`src/rtl/pwm_ramp_sequencer_if.sv`:
```
// pwm_ramp_sequencer_if
//   Target-duty request channel between control logic and the ramp sequencer.
//   A request moves on the rising clock edge where I_valid and O_ready are both high.
// Signals
//   I_valid   1  target-duty request valid (driven by the master)
//   I_target  8  requested duty, 0..255 (driven by the master)
//   O_ready   1  sequencer can accept a request this cycle (driven by the slave)
// Modports
//   master : control logic side
//   slave  : pwm_ramp_sequencer side
interface pwm_ramp_sequencer_if;
  logic       I_valid;
  logic [7:0] I_target;
  logic       O_ready;

  modport master (
    output I_valid,
    output I_target,
    input  O_ready
  );

  modport slave (
    input  I_valid,
    input  I_target,
    output O_ready
  );
endinterface

```
`src/rtl/pwm_ramp_sequencer.sv`:
```
// pwm_ramp_sequencer
//   Duty-cycle sequencer in front of the 8-bit PWM generator. It accepts a target
//   duty over the request channel, slews O_duty toward it by STEP once every
//   TICK_CYCLES clocks, holds it there, and gates the generator enable.
//   Optional feature macro: PWM_RAMP_SOFTSTOP_EN. When defined, dropping I_en
//   while running ramps the duty down to 0 before the generator is disabled.
//   When undefined, dropping I_en disables the generator on the next edge.
// Parameters
//   TICK_CYCLES  clocks per ramp step (>= 1)
//   STEP         duty change per tick, 1..100
//   DUTY_MAX     upper duty limit; larger targets are clamped to it
// Ports
//   I_clk     in   1   system clock
//   I_rst     in   1   synchronous reset, active high
//   I_en      in   1   channel enable, active high
//   req       if       request channel (slave modport): I_valid, I_target, O_ready
//   O_duty    out  8   duty to the PWM generator, never above DUTY_MAX
//   O_en      out  1   enable to the PWM generator
//   O_busy    out  1   high while ramping or soft-stopping
//   O_done    out  1   one-cycle pulse when O_duty reaches the accepted target
module pwm_ramp_sequencer #(
  parameter int unsigned TICK_CYCLES = 1_000_000,
  parameter logic [7:0]  STEP        = 8'd1,
  parameter logic [7:0]  DUTY_MAX    = 8'd100
) (
  input  logic                   I_clk,
  input  logic                   I_rst,
  input  logic                   I_en,
  pwm_ramp_sequencer_if.slave    req,
  output logic [7:0]             O_duty,
  output logic                   O_en,
  output logic                   O_busy,
  output logic                   O_done
);

  localparam int unsigned    CNT_W    = (TICK_CYCLES > 1) ? $clog2(TICK_CYCLES) : 1;
  localparam logic [CNT_W-1:0] CNT_LAST = CNT_W'(TICK_CYCLES - 1);

`ifdef PWM_RAMP_SOFTSTOP_EN
  typedef enum logic [1:0] {
    ST_IDLE,
    ST_RAMP,
    ST_HOLD,
    ST_STOP
  } state_t;
`else
  typedef enum logic [1:0] {
    ST_IDLE,
    ST_RAMP,
    ST_HOLD
  } state_t;
`endif

  state_t           state_q, state_d;
  logic [7:0]       duty_q, duty_d;
  logic [7:0]       target_q, target_d;
  logic [CNT_W-1:0] cnt_q, cnt_d;
  logic             en_q, en_d;
  logic             busy_q, busy_d;
  logic             done_q, done_d;

  logic             ready;
  logic             accept;
  logic             tick_done;
  logic [7:0]       target_clamped;
  logic [7:0]       ramp_duty;
`ifdef PWM_RAMP_SOFTSTOP_EN
  logic [7:0]       stop_duty;
`endif

  // Moves cur one STEP toward tgt. The distance is checked before the add or
  // subtract, so the result lands exactly on tgt instead of overshooting it,
  // and an 8-bit wrap can never happen.
  function automatic logic [7:0] step_toward(input logic [7:0] cur, input logic [7:0] tgt);
    logic [7:0] diff;
    logic [7:0] res;
    if (cur < tgt) begin
      diff = tgt - cur;
      res  = (diff <= STEP) ? tgt : (cur + STEP);
    end else begin
      diff = cur - tgt;
      res  = (diff <= STEP) ? tgt : (cur - STEP);
    end
    return res;
  endfunction

  // Requests are taken only while the channel is enabled and the sequencer is
  // settled (IDLE or HOLD). Because I_en is part of ready, a request that arrives
  // on the same cycle I_en drops is never accepted.
  assign ready          = I_en & ((state_q == ST_IDLE) | (state_q == ST_HOLD));
  assign req.O_ready    = ready;
  assign accept         = req.I_valid & ready;
  assign target_clamped = (req.I_target > DUTY_MAX) ? DUTY_MAX : req.I_target;
  assign tick_done      = (cnt_q == CNT_LAST);
  assign ramp_duty      = step_toward(duty_q, target_q);
`ifdef PWM_RAMP_SOFTSTOP_EN
  assign stop_duty      = step_toward(duty_q, 8'd0);
`endif

  // Next-state and next-output logic. Every output is computed here as the
  // value it will hold after the next edge, so the register block below can
  // just load them and all outputs stay registered.
  // An accepted target equal to the present duty goes straight to HOLD with a
  // done pulse; any other target starts a ramp with a freshly cleared counter.
  // Losing I_en while running either parks everything at once or, with the
  // soft-stop build, hands over to STOP which ramps the duty down to 0 first.
  always_comb begin
    state_d  = state_q;
    duty_d   = duty_q;
    target_d = target_q;
    cnt_d    = cnt_q;
    en_d     = en_q;
    done_d   = 1'b0;

    case (state_q)
      ST_IDLE: begin
        duty_d = 8'd0;
        en_d   = 1'b0;
        cnt_d  = '0;
        if (accept) begin
          target_d = target_clamped;
          en_d     = 1'b1;
          if (target_clamped == duty_q) begin
            state_d = ST_HOLD;
            done_d  = 1'b1;
          end else begin
            state_d = ST_RAMP;
          end
        end
      end

      ST_RAMP, ST_HOLD: begin
        if (!I_en) begin
          cnt_d = '0;
`ifdef PWM_RAMP_SOFTSTOP_EN
          if (duty_q == 8'd0) begin
            state_d = ST_IDLE;
            en_d    = 1'b0;
          end else begin
            state_d = ST_STOP;
            en_d    = 1'b1;
          end
`else
          state_d = ST_IDLE;
          duty_d  = 8'd0;
          en_d    = 1'b0;
`endif
        end else if (state_q == ST_HOLD) begin
          en_d = 1'b1;
          if (accept) begin
            target_d = target_clamped;
            cnt_d    = '0;
            if (target_clamped == duty_q) begin
              done_d = 1'b1;
            end else begin
              state_d = ST_RAMP;
            end
          end
        end else begin
          en_d = 1'b1;
          if (tick_done) begin
            cnt_d  = '0;
            duty_d = ramp_duty;
            if (ramp_duty == target_q) begin
              state_d = ST_HOLD;
              done_d  = 1'b1;
            end
          end else begin
            cnt_d = cnt_q + 1'b1;
          end
        end
      end

`ifdef PWM_RAMP_SOFTSTOP_EN
      ST_STOP: begin
        en_d = 1'b1;
        if (tick_done) begin
          cnt_d  = '0;
          duty_d = stop_duty;
          if (stop_duty == 8'd0) begin
            state_d = ST_IDLE;
            en_d    = 1'b0;
          end
        end else begin
          cnt_d = cnt_q + 1'b1;
        end
      end
`endif

      default: begin
        state_d  = ST_IDLE;
        duty_d   = 8'd0;
        en_d     = 1'b0;
        cnt_d    = '0;
      end
    endcase

`ifdef PWM_RAMP_SOFTSTOP_EN
    busy_d = (state_d == ST_RAMP) | (state_d == ST_STOP);
`else
    busy_d = (state_d == ST_RAMP);
`endif
  end

  // State and output registers. Reset is synchronous and may arrive at any
  // time, including in the middle of a ramp; it returns the block to a quiet
  // IDLE with the latched target and tick counter cleared.
  always_ff @(posedge I_clk) begin
    if (I_rst) begin
      state_q  <= ST_IDLE;
      duty_q   <= 8'd0;
      target_q <= 8'd0;
      cnt_q    <= '0;
      en_q     <= 1'b0;
      busy_q   <= 1'b0;
      done_q   <= 1'b0;
    end else begin
      state_q  <= state_d;
      duty_q   <= duty_d;
      target_q <= target_d;
      cnt_q    <= cnt_d;
      en_q     <= en_d;
      busy_q   <= busy_d;
      done_q   <= done_d;
    end
  end

  assign O_duty = duty_q;
  assign O_en   = en_q;
  assign O_busy = busy_q;
  assign O_done = done_q;

endmodule

```
`src/flat_wrapper.sv`:
```
// flat-port wrapper written by rule: the top's interface ports become plain ports
module pwm_ramp_sequencer_flat 
#(
  parameter int unsigned TICK_CYCLES = 1_000_000,
  parameter logic [7:0]  STEP        = 8'd1,
  parameter logic [7:0]  DUTY_MAX    = 8'd100
)
  (I_clk, I_rst, I_en, O_duty, O_en, O_busy, O_done, req_I_valid, req_I_target, req_O_ready);
  pwm_ramp_sequencer_if req_i ();
  input  logic I_clk;
  input  logic I_rst;
  input  logic I_en;
  output logic [7:0] O_duty;
  output logic O_en;
  output logic O_busy;
  output logic O_done;
  input wire logic [$bits(req_i.I_valid)-1:0] req_I_valid;
  input wire logic [$bits(req_i.I_target)-1:0] req_I_target;
  output wire logic [$bits(req_i.O_ready)-1:0] req_O_ready;
  assign req_i.I_valid = req_I_valid;
  assign req_i.I_target = req_I_target;
  assign req_O_ready = req_i.O_ready;
  pwm_ramp_sequencer #(.TICK_CYCLES(TICK_CYCLES), .STEP(STEP), .DUTY_MAX(DUTY_MAX)) u_core (.I_clk(I_clk), .I_rst(I_rst), .I_en(I_en), .req(req_i), .O_duty(O_duty), .O_en(O_en), .O_busy(O_busy), .O_done(O_done));
endmodule
```
`config.mk`:
```
export PLATFORM = sky130hd
export DESIGN_NAME = pwm_ramp_sequencer_flat
export DESIGN_NICKNAME = d
export VERILOG_FILES = /design/src/rtl/pwm_ramp_sequencer_if.sv /design/src/rtl/pwm_ramp_sequencer.sv /design/src/flat_wrapper.sv
export SDC_FILE = /design/constraint.sdc
export NUM_CORES = 1
export LEC_CHECK = 0
export ABC_AREA = 1
export CAP_MARGIN = 25
export CORE_ASPECT_RATIO = 1.4
export CORE_MARGIN = 2
export CORE_UTILIZATION = 60
export DETAILED_ROUTE_END_ITERATION = 16
export PLACE_DENSITY = 0.85
export REMOVE_ABC_BUFFERS = 1
export SETUP_SLACK_MARGIN = 0.15
export SYNTH_ARGS = -nofsm -noshare
export SYNTH_HDL_FRONTEND = slang
export SYNTH_SLANG_ARGS = --single-unit
```
`constraint.sdc`:
```
create_clock -name I_clk -period 5.2 [get_ports I_clk]
set_clock_uncertainty 0.05 [all_clocks]
set_input_delay 1.04 -clock I_clk [delete_from_list [all_inputs] [get_ports I_clk]]
set_output_delay 1.04 -clock I_clk [all_outputs]
set_load 0.05 [all_outputs]
```
## Word level (Yosys, flattened, before mapping)

Index checks and enable logic that the tools add are counted.

| storage, ports and cells | value |
|---|---|
| bits in registers | 41 |
| bits of input ports | 12 |
| output and inout port bits | 12 |
| logic and storage cells | 67 |

| operators by class | value |
|---|---|
| add/subtract/negate cells | 5 |
| magnitude comparators | 4 |
| equality and inequality tests | 9 |
| muxes and demuxes | 30 |
| bitwise gates (word level) | 6 |
| reductions and logical operators | 6 |

Operators with widths:

| operator | number |
|---|---|
| $mux W20 | 3 |
| $mux W8 | 7 |
| $add A20 B1 Y20 const B | 1 |
| $eq A20 B20 Y1 const B | 1 |
| $eq A8 B8 Y1 | 2 |
| $le A8 B1 Y1 const B | 2 |
| $mux W2 | 8 |
| $pmux W8 S2 | 1 |
| $sub A8 B8 Y8 | 2 |
| $add A8 B1 Y8 const B | 1 |
| $gt A8 B7 Y1 const B | 1 |
| $lt A8 B8 Y1 | 1 |
| $mux W1 | 8 |
| $sub A8 B1 Y8 const B | 1 |
| $eq A2 B1 Y1 const B | 2 |
| $ne A2 B1 Y1 const B | 2 |
| $pmux W1 S2 | 2 |
| $pmux W2 S2 | 1 |
| $not A1 Y1 | 3 |
| $reduce_and A3 Y1 | 1 |
| $reduce_or A3 Y1 | 1 |
| $and A1 B1 Y1 | 2 |
| $eq A2 B2 Y1 const B | 1 |
| $logic_not A2 Y1 | 1 |
| other kinds (5) | 5 |

## Depth between registers and ports, before layout

Gate-level depths: netlist (run 1).

| logic depth | value |
|---|---|
| depth in word-level cells | 11 |
| mapped depth | 27 |

## Worst setup path after synthesis (run 1)

OpenSTA, ideal clock, no wires.

| timing path | value |
|---|---|
| path kind | flip-flop to flip-flop |
| from | reg u_core.duty_q[0], in the netlist u_core.O_duty[0] |
| to | reg u_core.busy_q, in the netlist u_core.O_busy |
| arrival time | 3.094 ns |
| data required time | 5.039 ns |
| slack | 1.945 ns |
| cell stages (with the launch flop) | 22 |
| path buffers | 1 |
| period minus slack after synthesis | 3.255 ns |
| cell sequence | dfxtp_1 -> inv_1 -> ha_1 -> fa_1 -> inv_1 -> nand3_1 -> nand2_1 -> nand2_1 -> nand2_1 -> nand3_2 -> nor2_8 -> nand2_4 -> buf_6 -> o21ai_1 -> and2_1 -> nor2_1 -> nor2_1 -> nand3_2 -> nand2_1 -> nand2_1 -> nand2_1 -> nor2_1 |

| between the ends | value |
|---|---|
| cells in the longest elaborated chain, start to end | 11 |
| elaborated cells on any way between the ends | 22 |

RTL lines:

| what | line | source |
|---|---|---|
| start: declaration | pwm_ramp_sequencer.sv:55 | `logic [7:0] duty_q, duty_d;` |
| start signal: assignment | pwm_ramp_sequencer.sv:219 | `duty_q <= duty_d;` |
| $sub A8 B8 Y8, on equally long branches | pwm_ramp_sequencer.sv:81, pwm_ramp_sequencer.sv:78 |  |
| $le A8 B1 Y1, on equally long branches | pwm_ramp_sequencer.sv:82, pwm_ramp_sequencer.sv:79 |  |
| $mux W8, on equally long branches | pwm_ramp_sequencer.sv:82, pwm_ramp_sequencer.sv:79 |  |
| $mux W8 | pwm_ramp_sequencer.sv:77 | `if (cur < tgt) begin` |
| $eq A8 B8 Y1 | pwm_ramp_sequencer.sv:164 | `if (ramp_duty == target_q) begin` |
| $mux W2 | pwm_ramp_sequencer.sv:164 |  |
| $mux W2 | pwm_ramp_sequencer.sv:161 | `if (tick_done) begin` |
| $mux W2 | pwm_ramp_sequencer.sv:148 | `end else if (state_q == ST_HOLD) begin` |
| $mux W2 | pwm_ramp_sequencer.sv:133 | `if (!I_en) begin` |
| $pmux W2 S2 (*) | pwm_ramp_sequencer.sv:115 | `case (state_q)` |
| $eq A2 B1 Y1 (*) | pwm_ramp_sequencer.sv:201 | `busy_d = (state_d == ST_RAMP);` |
| end signal: assignment | pwm_ramp_sequencer.sv:223 | `busy_q <= busy_d;` |
| end: declaration | pwm_ramp_sequencer.sv:59 | `logic busy_q, busy_d;` |

Mark *: on every way between the ends. The rest lies on a longest branch, timed or not.
A chain may end at the register's enable or synchronous reset.

## Worst setup path after layout (run 1)

| timing path | value |
|---|---|
| from | in I_en |
| to | out req_O_ready |

| between the ends | value |
|---|---|
| cells in the longest elaborated chain, start to end | 1 |

RTL lines:

| what | line | source |
|---|---|---|
| start: declaration | flat_wrapper.sv:12 | `input logic I_en;` |
| $and A1 B1 Y1 | pwm_ramp_sequencer.sv:90 | `assign ready = I_en & ((state_q == ST_IDLE) \| (state_q == ST_HOLD));` |
| end: declaration | flat_wrapper.sv:19 | `output wire logic [$bits(req_i.O_ready)-1:0] req_O_ready;` |

No other way between the ends.

==> summary.md, run 1 <==
| Metric | Value |
|---|---|
| Status | `finished clean` |
| Core ar. | `5904 um2` |
| Dpl cell area | `3911 um2` |
| Post-synthesis async set-or-reset flop share | `0` |
| CP max-delay cell | `clkdlybuf4s50_1` |
| Wire length per cell | `14.29 um` |
| Delay-heaviest family, CP | `buffers and inverters` |
| Hold crit path type | `reg -> reg` |
| # resized after CTS | `0` |
| Worst Tran Pin Value | `0.9943 ns` |
| Primary FF master, synth | `dfxtp_1` |
| Cell Area, Synth | `3675 um2` |
| Max stage delay on crit path | `0.80 ns` |
| Htree depth | `2` |
| Yosys warns | `0` |
| Peak VDD IR | `205.3 uV` |
| Num Clock Sinks | `41` |
| Largest cells by area after synthesis | `dfxtp_1 22%, nand2_1 16%, nand3_1 9.0%` |
| Endpoints failing setup | `0` |
| Post-DP HPWL | `7.627 mm` |
| Compound-gate portion of the synthesized area | `0.1318` |
| P&R area growth vs syn | `9.602%` |
| Setup CP Type | `in -> out` |
| Initial antenna violation count | `0` |
| Clock Latency Late Sink | `0.30 ns` |
| Simple-Gate Fraction of Synth Area | `0.3977` |
| Fin crit share | `0.6802` |
| Port bufs | `23` |
| Tot GR Track Use | `0.2973` |
| Final critical-path setup slack | `1.663 ns` |
| Largest net degree at the start of global routing | `29` |
| Antenna fix cells | `0` |
| Number of DRC markers in iteration 0 | `189` |
| Register bit count reported by yosys | `41` |
| Drt drc | `0` |
| Initial Util | `0.6224` |
| RSZ-0062 raised after global routing | `false` |
| Final total power | `916.5 uW` |
| Die X | `70.14 um` |
| Row count | `33` |
| Post-synthesis mux area share | `0` |
| F_max | `282.7 MHz` |
| Total grt overflow | `0` |
| Worst Path Buf+Inv | `2` |
| WHS Path Cells | `2` |
| Register-to-Register Path Depth | `22` |
| Routability congestion estimate | `0.9509` |
| ANT nets after route | `0` |
| Die Y | `96.60 um` |
| Reg-to-reg setup timing slack | `1.71 ns` |
| Most used cell, CP | `clkdlybuf4s50_1` |
| Fillers | `514` |
| Fin Setup TNS | `0 ns` |
| Ports | `24` |
| Worst hold endpoint | `u_core.cnt_q[4]` |
| Setup Fix Bufs, Post-CTS | `0` |
| Hold_sp | `u_core.cnt_q[4]` |
| Synth area leader | `dfxtp_1` |
| Vias in the first global route | `3,715` |
| Fraction of layout cells with a size suffix above 1 | `0.07882` |
| Arrival time worst endpoint | `2.45 ns` |
| Slew headroom | `0.3355` |
| Setup crit start kind | `input port` |
| CTS max path bufs | `2` |
| Final Hold Vio Count | `0` |
| Share of the synthesized area in the top cell type | `0.2234` |
| First-pass GRT wire length | `16.21 mm` |
| Avg Vias per Cell | `5.641` |
| Adder-cell area share of the yosys netlist | `0.08240` |
| Worst path cell trace | `clkdlybuf4s50_1, o21a_1, clkdlybuf4s50_1` |
| Drt total wl | `9.702 mm` |
| Root buffer cell | `clkbuf_8` |
| Hold_buf cts | `0` |
| Crit end category | `output pin` |
| Nets | `643` |
| Synth cell types | `43` |
| CTS tree | `done` |
| EDFF count, synth | `0` |
| Sequential-to-total area share from yosys stat | `0.2234` |
| Mapped Cells | `593` |
| XOR/XNOR share of the synthesized area | `0.04290` |
| Routed vias | `3,830` |
| Maximum capacitance violations | `0` |
| CTS Buf Count | `5` |
| Main combinational cell family by area after synthesis | `simple AND/OR/NAND/NOR gates` |
| 1st-pass router iterations | `5` |
| Die ar. | `6775 um2` |
| R2r startpoint | `u_core.O_duty[3]` |
| Minimum clock period | `3.537 ns` |
| Clk slew on worst S/H paths | `0.08 ns` |
| Avg Inst Size Synth | `6.197 um2` |
| Final instance area | `4028 um2` |
| Required time of the critical path | `4.11 ns` |
| Leak Pwr | `1.878 nW` |
| Max Slew Vio Count | `0` |
| Pre-CTS setup slack | `1.664 ns` |
| Power per cell area | `227.6 nW/um2` |
| Worst-path maximum fanout | `2` |
| R2R Path End | `u_core.O_busy` |
[kinds of logic after synthesis]
| group | count (synthesis) |
|---|---|
| XOR/XNOR | 18 |
| AND/OR/NAND/NOR | 317 |
| adder cells (fa/ha/maj) | 23 |
| buffers and inverters | 111 |
| AO/OA/AOI/OAI | 83 |
| flip-flops | 41 |
[flip-flops by register name (all words and copies together) (netlist names)]
signal,cells
u_core.O_busy,1
u_core.O_done,1
u_core.O_duty,8
u_core.O_en,1
u_core.cnt_q,20
u_core.state_q,2
u_core.target_q,8
[where the power goes]
group / internal (mW) / leakage, nW / switching (mW) / total [mW]
Sequential: 0.319 / 0.331 / 0.00528 / 0.324
Combinational: 0.105 / 1.49 / 0.219 / 0.325
Clock: 0.157 / 0.0585 / 0.111 / 0.268
[routing by layer]
metal	track usage	vias up	part of all wire	routed length, um
met5	0	-	0	0
met3	0.02178	34	0.026	254
met4	0.1619	0	0.040	391
met2	0.6183	102	0.56	5413
li1	-	1932	-	-
met1	0.2864	1762	0.38	3643
[cells in the final DEF (no fill, tap or decap), drive strengths merged, types with 6 or more instances in the layout]
cell and n:
nor3 9, nand3 71, nand2 166, dfxtp 41
clkdlybuf4s50 23, nand4 10, xor2 17, clkbuf 7
a21oi 40, ha 21, o21ai 24, nor2 54
inv 92, a221oi 6
[cell type report]
| class | instances | area (um2) | area share |
|---|---|---|---|
| Multi-Input combinational cell | 441 | 2406 | 0.5974 |
| Clock buffer | 7 | 86.33 | 0.02144 |
| Clock inverter | 1 | 30.03 | 0.007456 |
| Inverter | 95 | 359.1 | 0.08916 |
| Sequential cell | 41 | 820.8 | 0.2038 |
| Timing Repair Buffer | 24 | 237.7 | 0.05902 |
| Tap cell | 70 | 87.58 | 0.02175 |
[tightest hold or removal path: cells and delay by family, from the launching register on]
family	cells	cell delay, ns
flip-flops	1	0.32
AO/OA/AOI/OAI	1	0.05
AND/OR/NAND/NOR	1	0.06
[through the flow]
| stage | utilization | hold WS, ns | std cells |
|---|---|---|---|
| 2_1_floorplan | - | 0.4006 | 577 |
| 3_3_place_gp | 0.6624 | 0.4122 | 671 |
| 3_5_place_dp | 0.6624 | 0.4219 | 671 |
| 4_1_cts | 0.6821 | 0.4339 | 679 |
| 5_1_grt | 0.6821 | 0.4671 | 679 |
| 6_report | 0.6821 | 0.4302 | 679 |
[synth_stat cells (4+ instances only)]
cell        n
nand2_1   155
inv_1      87
nand3_1    66
nor2_1     43
dfxtp_1    41
a21oi_1    38
o21ai_0    22
ha_1       21
xor2_1     17
nand2_2    10
nand4_1    10
clkbuf_1    9
nor2_2      9
nor3_1      7
a221oi_1    6
nand3_2     5
inv_2       4
[worst max-delay path by stage]
stage               cells after the start             to             start  slack (ns)
floorplan                              20  u_core.O_busy  u_core.O_duty[3]        1.71
global placement                        3    req_O_ready              I_en        1.66
detailed placement                      3    req_O_ready              I_en        1.66
CTS                                     3    req_O_ready              I_en        1.66
global route                           22  u_core.O_busy  u_core.O_duty[3]        1.37
finish                                  3    req_O_ready              I_en        1.66
Note: power is estimated with default switching activity, not from simulation.
==> inputs of run 2 (changes only) <==
==> constraint.sdc (replaced) <==
create_clock -name I_clk -period 3.7 [get_ports I_clk]
set_clock_uncertainty 0.05 [all_clocks]
set_input_delay 0.74 -clock I_clk [delete_from_list [all_inputs] [get_ports I_clk]]
set_output_delay 0.74 -clock I_clk [all_outputs]
set_load 0.05 [all_outputs]
==> summary.md, run 2 (same netlist as run 1, synthesis figures left out) <==
| Metric | Value |
|---|---|
| P_sw | `463.5 uW (+38%)` |
| Wire length per cell | `14.41 um (+0.83%)` |
| Peak VDD IR | `309.4 uV (+51%)` |
| Clk pwr share | `0.246 (-0.046)` |
| Max Slew Vio Count | `0 (unchanged)` |
| 1st-pass router iterations | `5 (unchanged)` |
| Fin crit share | `0.8800` |
| Num Clock Sinks | `41 (unchanged)` |
| Tot GR Track Use | `0.3032 (+0.005883)` |
| Clk slew on worst S/H paths | `0.08 ns (about the same)` |
| Max reg flops | `20 (unchanged)` |
| Port bufs | `23 (unchanged)` |
| Met1 Resource Use GR | `0.3048 (+0.01835)` |
| CTS max path bufs | `2 (unchanged)` |
| Pint | `745.6 uW (+28%)` |
| Crit end category | `flip-flop` |
| Row count | `33 (unchanged)` |
| Die Y | `96.60 um (unchanged)` |
| Clock Latency Late Sink | `0.30 ns (about the same)` |
| Initial antenna violation count | `0 (unchanged)` |
| Core ar. | `5904 um2 (unchanged)` |
| Grt met2 use | `0.6103 (-0.007937)` |
| Die X | `70.14 um (unchanged)` |
| Hold_buf cts | `0 (unchanged)` |
| ANT nets after route | `0 (unchanged)` |
| Post-DP HPWL | `7.716 mm (+1.2%)` |
| Slew headroom | `0.2963 (-0.03919)` |
| Drt total wl | `9.811 mm (+1.1%)` |
| Final Hold Vio Count | `0 (unchanged)` |
| Avg Vias per Cell | `5.758 (+2.1%)` |
| Antenna fix cells | `0 (unchanged)` |
| Power per cell area | `300.6 nW/um2 (+32%)` |
| Vias in the first global route | `3,775 (+1.6%)` |
| Combinational fraction of design power | `0.376 (+0.022)` |
| Drt drc | `0 (unchanged)` |
| Total grt overflow | `0 (unchanged)` |
| Global routing met3 resource utilization | `0.02593 (+0.004149)` |
| P&R area growth vs syn | `9.466%` |
| Reg-to-reg setup timing slack | `0.44 ns (-1.27 ns)` |
| Required time of the critical path | `3.85 ns (-0.26 ns)` |
| Endpoints failing setup | `0 (unchanged)` |
| Status | `finished clean` |
| Net Sw Frac | `0.3833 (+0.01686)` |
| Largest net degree at the start of global routing | `29 (unchanged)` |
| Routability congestion estimate | `0.9523 (+0.15%)` |
| Most common cell after layout, fill and taps aside | `nand2_1` |
| Commonest cells after routing, fill and taps aside | `155 x nand2_1, 87 x inv_1, 66 x nand3_1` |
| Fin Setup TNS | `0 ns (unchanged)` |
| Minimum clock period | `3.256 ns` |
| Initial Util | `0.6224 (unchanged)` |
| Die ar. | `6775 um2 (unchanged)` |
| CTS tree | `done` |
| Setup CP Type | `reg -> reg` |
| Setup crit start kind | `flip-flop` |
| Leak Pwr | `1.879 nW (about the same)` |
| F_max | `307.1 MHz` |
| Number of DRC markers in iteration 0 | `271 (+43%)` |
| RSZ-0062 raised after global routing | `false` |
| Fraction of layout cells with a size suffix above 1 | `0.08347 (+0.004652)` |
| Most flops, register | `u_core.cnt_q` |
| Root buffer cell | `clkbuf_8` |
| Hold crit path type | `reg -> reg` |
| Routed vias | `3,921 (+2.4%)` |
| Htree depth | `2 (unchanged)` |
| Arrival time worst endpoint | `3.40 ns (+0.95 ns)` |
| Ports | `24 (unchanged)` |
| First-pass GRT wire length | `16.53 mm (+2.0%)` |
| Flop pwr share | `0.378 (+0.024)` |
| Setup Fix Bufs, Post-CTS | `0 (unchanged)` |
| CTS Buf Count | `5 (unchanged)` |
| Nets | `646 (+0.47%)` |
| Maximum capacitance violations | `0 (unchanged)` |
| Final Util | `0.6813 (-0.0008480)` |
| Worst-path maximum fanout | `9 (+7)` |
| Worst Tran Pin Value | `1.053 ns (+0.05864 ns)` |
| Busiest grt layer | `met2` |
-- run 2: changes by cell type in the layout (fill, tap and decap cells not counted) --
cell | previous run | this run
bufinv_16 | 1 | 0
ha_2 | 0 | 1
buf_4 | 1 | 4
ha_1 | 21 | 20
-- run 2: critical path, stage by stage, from the launching register on --
cell and delay (ns):
dfxtp_1 0.50, clkinv_1 0.29, ha_2 0.51, nand2_2 0.11
nor2_2 0.13, nand2_1 0.11, nand3_1 0.08, nand2_1 0.11
nor2_2 0.31, nand3_1 0.11, nand3_1 0.15, nand3_1 0.10
nand2_1 0.09, nand3_1 0.08, nor2_2 0.10, nand3_2 0.09
nand2_1 0.07, nand2_1 0.07, nand2_1 0.06, nor2_1 0.04
-- run 2: through the flow --
stage / worst slack [ns] / hold slack, ns / instances / instance area (um2) / power (mW)
2_1_floorplan: 0.2105 / 0.4006 / 577 / 3586 / 0.8015
3_3_place_gp: 0.2950 / 0.4112 / 674 / 3934 / 0.8987
3_5_place_dp: 0.2946 / 0.4287 / 674 / 3934 / 0.9111
4_1_cts: 0.4275 / 0.4398 / 681 / 4020 / 1.207
5_1_grt: 0.1863 / 0.4578 / 681 / 4023 / 1.283
6_report: 0.4439 / 0.4388 / 681 / 4023 / 1.209
-- run 2: layout make-up --
cell class	count	area [um2]
clock buffer	7	86.33
fill	545	1882
inverter	95	359.1
multi-input combinational	441	2409
sequential	41	820.8
tap	70	87.58
timing repair buffer	27	260.3
-- run 2: power by group through the flow --
stage / clock (mW) / combinational [mW] / sequential, mW
floorplan: 0 / 0.332 / 0.470
detailed placement: 0 / 0.445 / 0.466
finish: 0.298 / 0.455 / 0.456
global route: 0.319 / 0.507 / 0.457
global placement: 0 / 0.433 / 0.466
CTS: 0.305 / 0.446 / 0.456
-- run 2: what timing repair did --
action | 4_1_cts | 5_1_grt
endpoints found under the hold margin | 0 | 0
endpoints found under the setup margin | 0 | 2
gates resized for setup | 0 | 1
-- run 2: final timing paths --
path,end,cells after the start,start
setup / recovery,u_core.O_busy,19,u_core.O_duty[3]
hold / removal,u_core.cnt_q[15],2,u_core.cnt_q[15]
setup reg to reg,u_core.O_busy,19,u_core.O_duty[3]
hold reg to reg,u_core.cnt_q[15],2,u_core.cnt_q[15]
-- run 2: per-layer routing --
layer,part of all wire,vias to the layer above
met5,0,-
met4,0.038,0
met3,0.030,27
met2,0.55,99
met1,0.38,1848
li1,-,1947
